`src/rtl/usb_rx_packer.sv`:
```
// FT245-style USB FIFO reader: qualifies RXF#, times RD# strobes, packs bytes
// into words and queues them in a first-word-fall-through output FIFO.
module usb_rx_packer #(
    parameter int BYTES_PER_WORD   = 2,
    parameter int RXF_SYNC         = 2,
    parameter int RD_LOW_CYCLES    = 4,
    parameter int PRECHARGE_CYCLES = 2,
    parameter int FIFO_DEPTH       = 4,
    parameter int LITTLE_ENDIAN    = 1
) (
    input  logic                                  clk,
    input  logic                                  reset,
    input  logic [7:0]                            data,
    input  logic                                  rxf,
    output logic                                  rd,
    input  logic                                  flush,
    output logic [8*BYTES_PER_WORD-1:0]           out_data,
    output logic [$clog2(BYTES_PER_WORD+1)-1:0]   out_bytes,
    output logic                                  out_valid,
    input  logic                                  out_ready,
    output logic [$clog2(FIFO_DEPTH+1)-1:0]       fifo_count,
    output logic [2:0]                            state
);

    localparam int WW   = 8 * BYTES_PER_WORD;
    localparam int BW   = $clog2(BYTES_PER_WORD + 1);
    localparam int CW   = $clog2(FIFO_DEPTH + 1);
    localparam int PW   = $clog2(FIFO_DEPTH);
    localparam int TMAX = (RXF_SYNC > RD_LOW_CYCLES)
                        ? ((RXF_SYNC > PRECHARGE_CYCLES) ? RXF_SYNC : PRECHARGE_CYCLES)
                        : ((RD_LOW_CYCLES > PRECHARGE_CYCLES) ? RD_LOW_CYCLES : PRECHARGE_CYCLES);
    localparam int TW   = $clog2(TMAX + 1);

    localparam logic [TW-1:0] T_ONE    = TW'(1);
    localparam logic [TW-1:0] T_SYNC   = TW'(RXF_SYNC);
    localparam logic [BW-1:0] B_ONE    = BW'(1);
    localparam logic [BW-1:0] LAST_IDX = BW'(BYTES_PER_WORD - 1);
    localparam logic [BW-1:0] FULL_CNT = BW'(BYTES_PER_WORD);
    localparam logic [CW-1:0] C_ONE    = CW'(1);
    localparam logic [CW-1:0] DEPTH_C  = CW'(FIFO_DEPTH);
    localparam logic [PW-1:0] P_ONE    = PW'(1);

    typedef enum logic [2:0] {
        IDLE   = 3'd0,
        QUAL   = 3'd1,
        STROBE = 3'd2,
        SAMPLE = 3'd3,
        PRECHG = 3'd4
    } state_t;

    state_t          state_q, state_d;
    logic [TW-1:0]   cnt_q, cnt_d;
    logic            rd_q, rd_d;
    logic [BW-1:0]   idx_q, idx_d;
    logic [WW-1:0]   word_q, word_d;
    logic            pend_q, pend_d;
    logic [PW-1:0]   wr_ptr_q, rd_ptr_q;
    logic [CW-1:0]   count_q, count_d;

    logic [WW-1:0]   data_mem  [FIFO_DEPTH];
    logic [BW-1:0]   bytes_mem [FIFO_DEPTH];

    logic            has_space, qualified, serve, push, pop;
    logic [BW-1:0]   lane;
    logic [WW-1:0]   word_cap, push_word;
    logic [BW-1:0]   push_bytes;

    assign has_space = (count_q < DEPTH_C);
    assign qualified = ((int'(cnt_q) + 1) >= RXF_SYNC);
    assign out_valid = (count_q != '0);
    assign pop       = out_valid && out_ready;

    // State and datapath registers
    always_ff @(posedge clk) begin
        if (!reset) begin
            state_q  <= IDLE;
            cnt_q    <= '0;
            rd_q     <= 1'b1;
            idx_q    <= '0;
            word_q   <= '0;
            pend_q   <= 1'b0;
            wr_ptr_q <= '0;
            rd_ptr_q <= '0;
            count_q  <= '0;
        end else begin
            state_q <= state_d;
            cnt_q   <= cnt_d;
            rd_q    <= rd_d;
            idx_q   <= idx_d;
            word_q  <= word_d;
            pend_q  <= pend_d;
            count_q <= count_d;
            if (push) wr_ptr_q <= wr_ptr_q + P_ONE;
            if (pop)  rd_ptr_q <= rd_ptr_q + P_ONE;
        end
    end

    always_ff @(posedge clk) begin
        if (push) begin
            data_mem[wr_ptr_q]  <= push_word;
            bytes_mem[wr_ptr_q] <= push_bytes;
        end
    end

    // Next-state logic; cnt_q is the qualify, strobe or precharge timer by state
    always_comb begin
        state_d = state_q;
        cnt_d   = cnt_q;
        case (state_q)
            IDLE, QUAL: begin
                if (rxf) begin
                    state_d = IDLE;
                    cnt_d   = '0;
                end else if (qualified && has_space && !pend_q) begin
                    state_d = (RD_LOW_CYCLES == 1) ? SAMPLE : STROBE;
                    cnt_d   = '0;
                end else begin
                    state_d = QUAL;
                    cnt_d   = qualified ? T_SYNC : cnt_q + T_ONE;
                end
            end
            STROBE: begin
                if (int'(cnt_q) >= RD_LOW_CYCLES - 2) begin
                    state_d = SAMPLE;
                    cnt_d   = '0;
                end else begin
                    cnt_d = cnt_q + T_ONE;
                end
            end
            SAMPLE: begin
                state_d = PRECHG;
                cnt_d   = '0;
            end
            PRECHG: begin
                if (int'(cnt_q) >= PRECHARGE_CYCLES - 1) begin
                    state_d = IDLE;
                    cnt_d   = '0;
                end else begin
                    cnt_d = cnt_q + T_ONE;
                end
            end
            default: begin
                state_d = IDLE;
                cnt_d   = '0;
            end
        endcase
    end

    // Output/action logic: strobe level, byte capture, flush service, FIFO push
    always_comb begin
        rd_d       = !((state_d == STROBE) || (state_d == SAMPLE));
        serve      = ((state_q == IDLE) || (state_q == QUAL)) && pend_q && has_space;
        pend_d     = flush || (pend_q && !serve);
        lane       = (LITTLE_ENDIAN != 0) ? idx_q : (LAST_IDX - idx_q);
        word_cap   = word_q;
        word_cap[{lane, 3'b000} +: 8] = data;
        push       = 1'b0;
        push_word  = word_cap;
        push_bytes = FULL_CNT;
        idx_d      = idx_q;
        word_d     = word_q;
        if (state_q == SAMPLE) begin
            if (idx_q == LAST_IDX) begin
                push   = 1'b1;
                idx_d  = '0;
                word_d = '0;
            end else begin
                idx_d  = idx_q + B_ONE;
                word_d = word_cap;
            end
        end else if (serve) begin
            push       = (idx_q != '0);
            push_word  = word_q;
            push_bytes = idx_q;
            idx_d      = '0;
            word_d     = '0;
        end
        case ({push, pop})
            2'b10:   count_d = count_q + C_ONE;
            2'b01:   count_d = count_q - C_ONE;
            default: count_d = count_q;
        endcase
    end

    assign rd         = rd_q;
    assign out_data   = out_valid ? data_mem[rd_ptr_q]  : '0;
    assign out_bytes  = out_valid ? bytes_mem[rd_ptr_q] : '0;
    assign fifo_count = count_q;
    assign state      = state_q;

endmodule

```
`config.mk`:
```
export PLATFORM = sky130hd
export DESIGN_NAME = usb_rx_packer
export DESIGN_NICKNAME = d
export VERILOG_FILES = /design/src/rtl/usb_rx_packer.sv
export SDC_FILE = /design/constraint.sdc
export NUM_CORES = 1
export LEC_CHECK = 0
export ABC_AREA = 0
export CORE_AREA = 8 8 99 101
export CTS_CLUSTER_SIZE = 28
export DETAILED_ROUTE_END_ITERATION = 8
export DIE_AREA = 0 0 107 109
export HOLD_SLACK_MARGIN = 0.08
export PLACE_DENSITY = 0.85
export REMOVE_ABC_BUFFERS = 1
export SYNTH_ARGS = -nofsm -noshare
export SYNTH_HDL_FRONTEND = slang
export SYNTH_SLANG_ARGS = --single-unit
```
`constraint.sdc`:
```
create_clock -name clk -period 3.3 [get_ports clk]
set_clock_uncertainty 0.05 [all_clocks]
set_input_delay 0.495 -clock clk [delete_from_list [all_inputs] [get_ports clk]]
set_output_delay 0.495 -clock clk [all_outputs]
set_load 0.05 [all_outputs]
```
==> impl_results.md <==
- Max stage delay cell, worst path: clkdlybuf4s50_1
- H-Tree Depth: 3
- Drt first pass iters: 4
- Gr ovfl total: 0
- Synth cell types: 45
- IO Pins: 39
- Number of buffers created by CTS: 9
- CP bufs+invs: 1
- Final setup violation count: 0
- CP startpoint: fifo_count[2]
- Num rows: 34
- PD cells: roughly 510 nW/um^2
- Final worst path period share: approximately 93%
- Starting density of the core: 54.2%
- RSZ-0062 raised after global routing: false
- N_diodes: 0
- EDFF count, synth: 72
- Clock buffer depth: 2
- MaxCap Viol Count: 0
- CP cell instances: or3_1 > and2_1 > clkdlybuf4s50_1
- Async SR Flop Fraction: 0%
- Max Fanout on Critical Path: 21
- Die height: ~110 um
- Most common cell after layout, fill and taps aside: edfxtp_1
- Vias: 2600
- Worst min-delay path class: reg2reg
- Clock root buffer: clkbuf_8
- Seq/Total Area, Yosys: 63.0%
- Area delta synth->final: 15.5%
- Status: finished clean
- CTS resizes: 0
- DRC: 0
- Critical Path Source Type: flip-flop
- Period minus WS final: ~3000 ps
- Highest-count cells in the layout ignoring fill and taps: edfxtp_1 (72), clkdlybuf4s50_1 (38), dfxtp_1 (35), a22o_1 (29), and2_1 (25)
- Hold_sp: word_q[5]
- Peak supply drop: 0.000295 V
- Worst r2r src: fifo_count[2]
- # fillers: 598
- Final Max Slew Viols: 0
- CTS tree: yes
- Yosys reg bits: ~110
- PortBufs: 38
- Cell count after synthesis: 302
- Die width: about 110 um
- Die Footprint: 11700 um^2
- HPWL Detailed: between 5000 and 6000 um
- Ys flop type: edfxtp_1
- Critical path endpoint category: output pin
- Sequential Area: ~2900 um^2
- Core area: ~8400 um^2
- CP arrival: approximately 2500 ps
- Largest net degree at the start of global routing: 22
- First DRT Iteration DRCs: 144
- Postcts setup bufs: 0
- Syn Area/Cell: 15.0 um^2
- Vias in the first global route: about 2.7k
- Global-route wire length before repair: ~14000 um
- Final Wtd Congestion: a little over 0.8
- Rel. slew slack: around three fifths
- TNS Setup: 0 ps
- Clock transition at path regs: ~100 ps
- Syn. warnings: 0
- CP peak stage delay: between 800 and 900 ps
- Final Hold Fails: 0
- Nets: between 300 and 400
- WP data required: roughly 2800 ps
- CTS Sinks: ~110
- Crit path max-delay family: buffers and inverters
- Achievable frequency: between 300 and 400 MHz
- Initial antenna violation count: 0
- Vias/cell: between 5 and 6
- Multi-input gate area: 1580 um^2
- Pleak: 1.69 nW
- Skew-Pair Late Insertion Delay: about 370 ps
- WL/cell: about 18 um
- Layout cell share with drive strength beyond 1: 13.2%
- Hold Slack: ~430 ps
- Critical setup path kind: reg2out
- Cell Area, Synth: 4540 um^2
- Hold_buf cts: 0
- Global router's overall resource usage: about 15%
- Antenna-violating nets left: 0
- Worst-Margin Slew: between 600 and 700 ps
- Drt total wl: roughly 8400 um
==> routing by layer <==
layer	vias to the layer above	GRT usage, %	part of all wire (%)
met1	1296	17.7	43
met5	-	0	0
li1	1239	-	-
met2	58	27.0	51
met3	7	3.49	5.0
met4	0	5.73	1.1
==> per-stage QoR <==
step | worst slack [ps] | power [W] | instance area, um^2 | util, % | std cells
CTS | 185 | 0.00268 | 5240 | 62.6 | 457
global route | 70.4 | 0.00275 | 5240 | 62.6 | 457
global placement | 623 | 0.00184 | 5030 | 60.0 | 441
finish | 222 | 0.00266 | 5240 | 62.6 | 457
floorplan | 322 | 0.00174 | 4490 | - | 292
detailed placement | 527 | 0.00185 | 5030 | 60.0 | 441
==> kinds of logic after synthesis <==
group	synth area share [%]
buffers and inverters	2.15
XOR/XNOR	1.16
AND/OR/NAND/NOR	10.8
multiplexers	8.93
AO/OA/AOI/OAI	9.86
flip-flops	63.0
adder cells (fa/ha/maj)	4.02
==> worst paths after layout <==
path | to | slack [ps] | cells past startpoint
worst max-delay path | out_data[7] | 220 | 3
worst min-delay path | word_q[5] | 430 | 1
worst max register to register | fifo_count[2] | 530 | 8
worst min register to register | word_q[5] | 430 | 1
==> worst reg2reg max path: cells and delay by family (launching register included) <==
family	cells	cell delay, ps
AND/OR/NAND/NOR	3	1140
AO/OA/AOI/OAI	1	160
flip-flops	1	550
buffers and inverters	1	60
adder cells (fa/ha/maj)	2	570
XOR/XNOR	1	160
==> state kept, by name, summed over array words and instances (netlist names), 2 cells and up, named ones only <==
name / flops
rd_ptr_q: 2
cnt_q: 3
state: 3
fifo_count: 3
data_mem: 64
bytes_mem: 8
word_q: 16
idx_q: 2
wr_ptr_q: 2
==> synthesized netlist by cell type (2+ instances only) <==
library cell | instances | share of area, %
nor2b_1 | 10 | 1.4
a21oi_1 | 6 | 0.66
nand4_1 | 2 | 0.28
a22oi_1 | 3 | 0.50
edfxtp_1 | 72 | 48
o21a_1 | 2 | 0.33
nor4b_1 | 2 | 0.39
nand3_1 | 5 | 0.55
and2_2 | 4 | 0.66
mux4_2 | 18 | 8.9
inv_1 | 12 | 0.99
or3_1 | 2 | 0.28
ha_1 | 13 | 3.6
o211ai_1 | 2 | 0.33
clkbuf_1 | 4 | 0.33
dfxtp_1 | 35 | 15
nand2_1 | 8 | 0.66
a22o_1 | 29 | 5.6
and2_1 | 25 | 3.4
xnor2_1 | 5 | 0.96
o21ai_0 | 8 | 0.88
nor2_1 | 10 | 0.83
nor3_1 | 2 | 0.22
buf_2 | 2 | 0.22
==> power breakdown <==
part / total [W] / internal [W] / switching, W / leakage, nW
sequential: 0.00150 / 0.00147 / 0.0000293 / 0.895
clock: 0.000836 / 0.000371 / 0.000466 / 0.109
combinational: 0.000328 / 0.000125 / 0.000203 / 0.686
total: 0.00266 / 0.00196 / 0.000699 / 1.69
==> layout make-up <==
class | count | area share (%)
flip-flops and latches | 107 | 54.6
multi-input cells | 173 | 30.1
inverters | 12 | 0.859
clock buffers | 9 | 2.36
well taps | 108 | 2.58
repair buffers | 41 | 7.68
clock inverters | 7 | 1.77
Power figures use the tool's default switching activity.
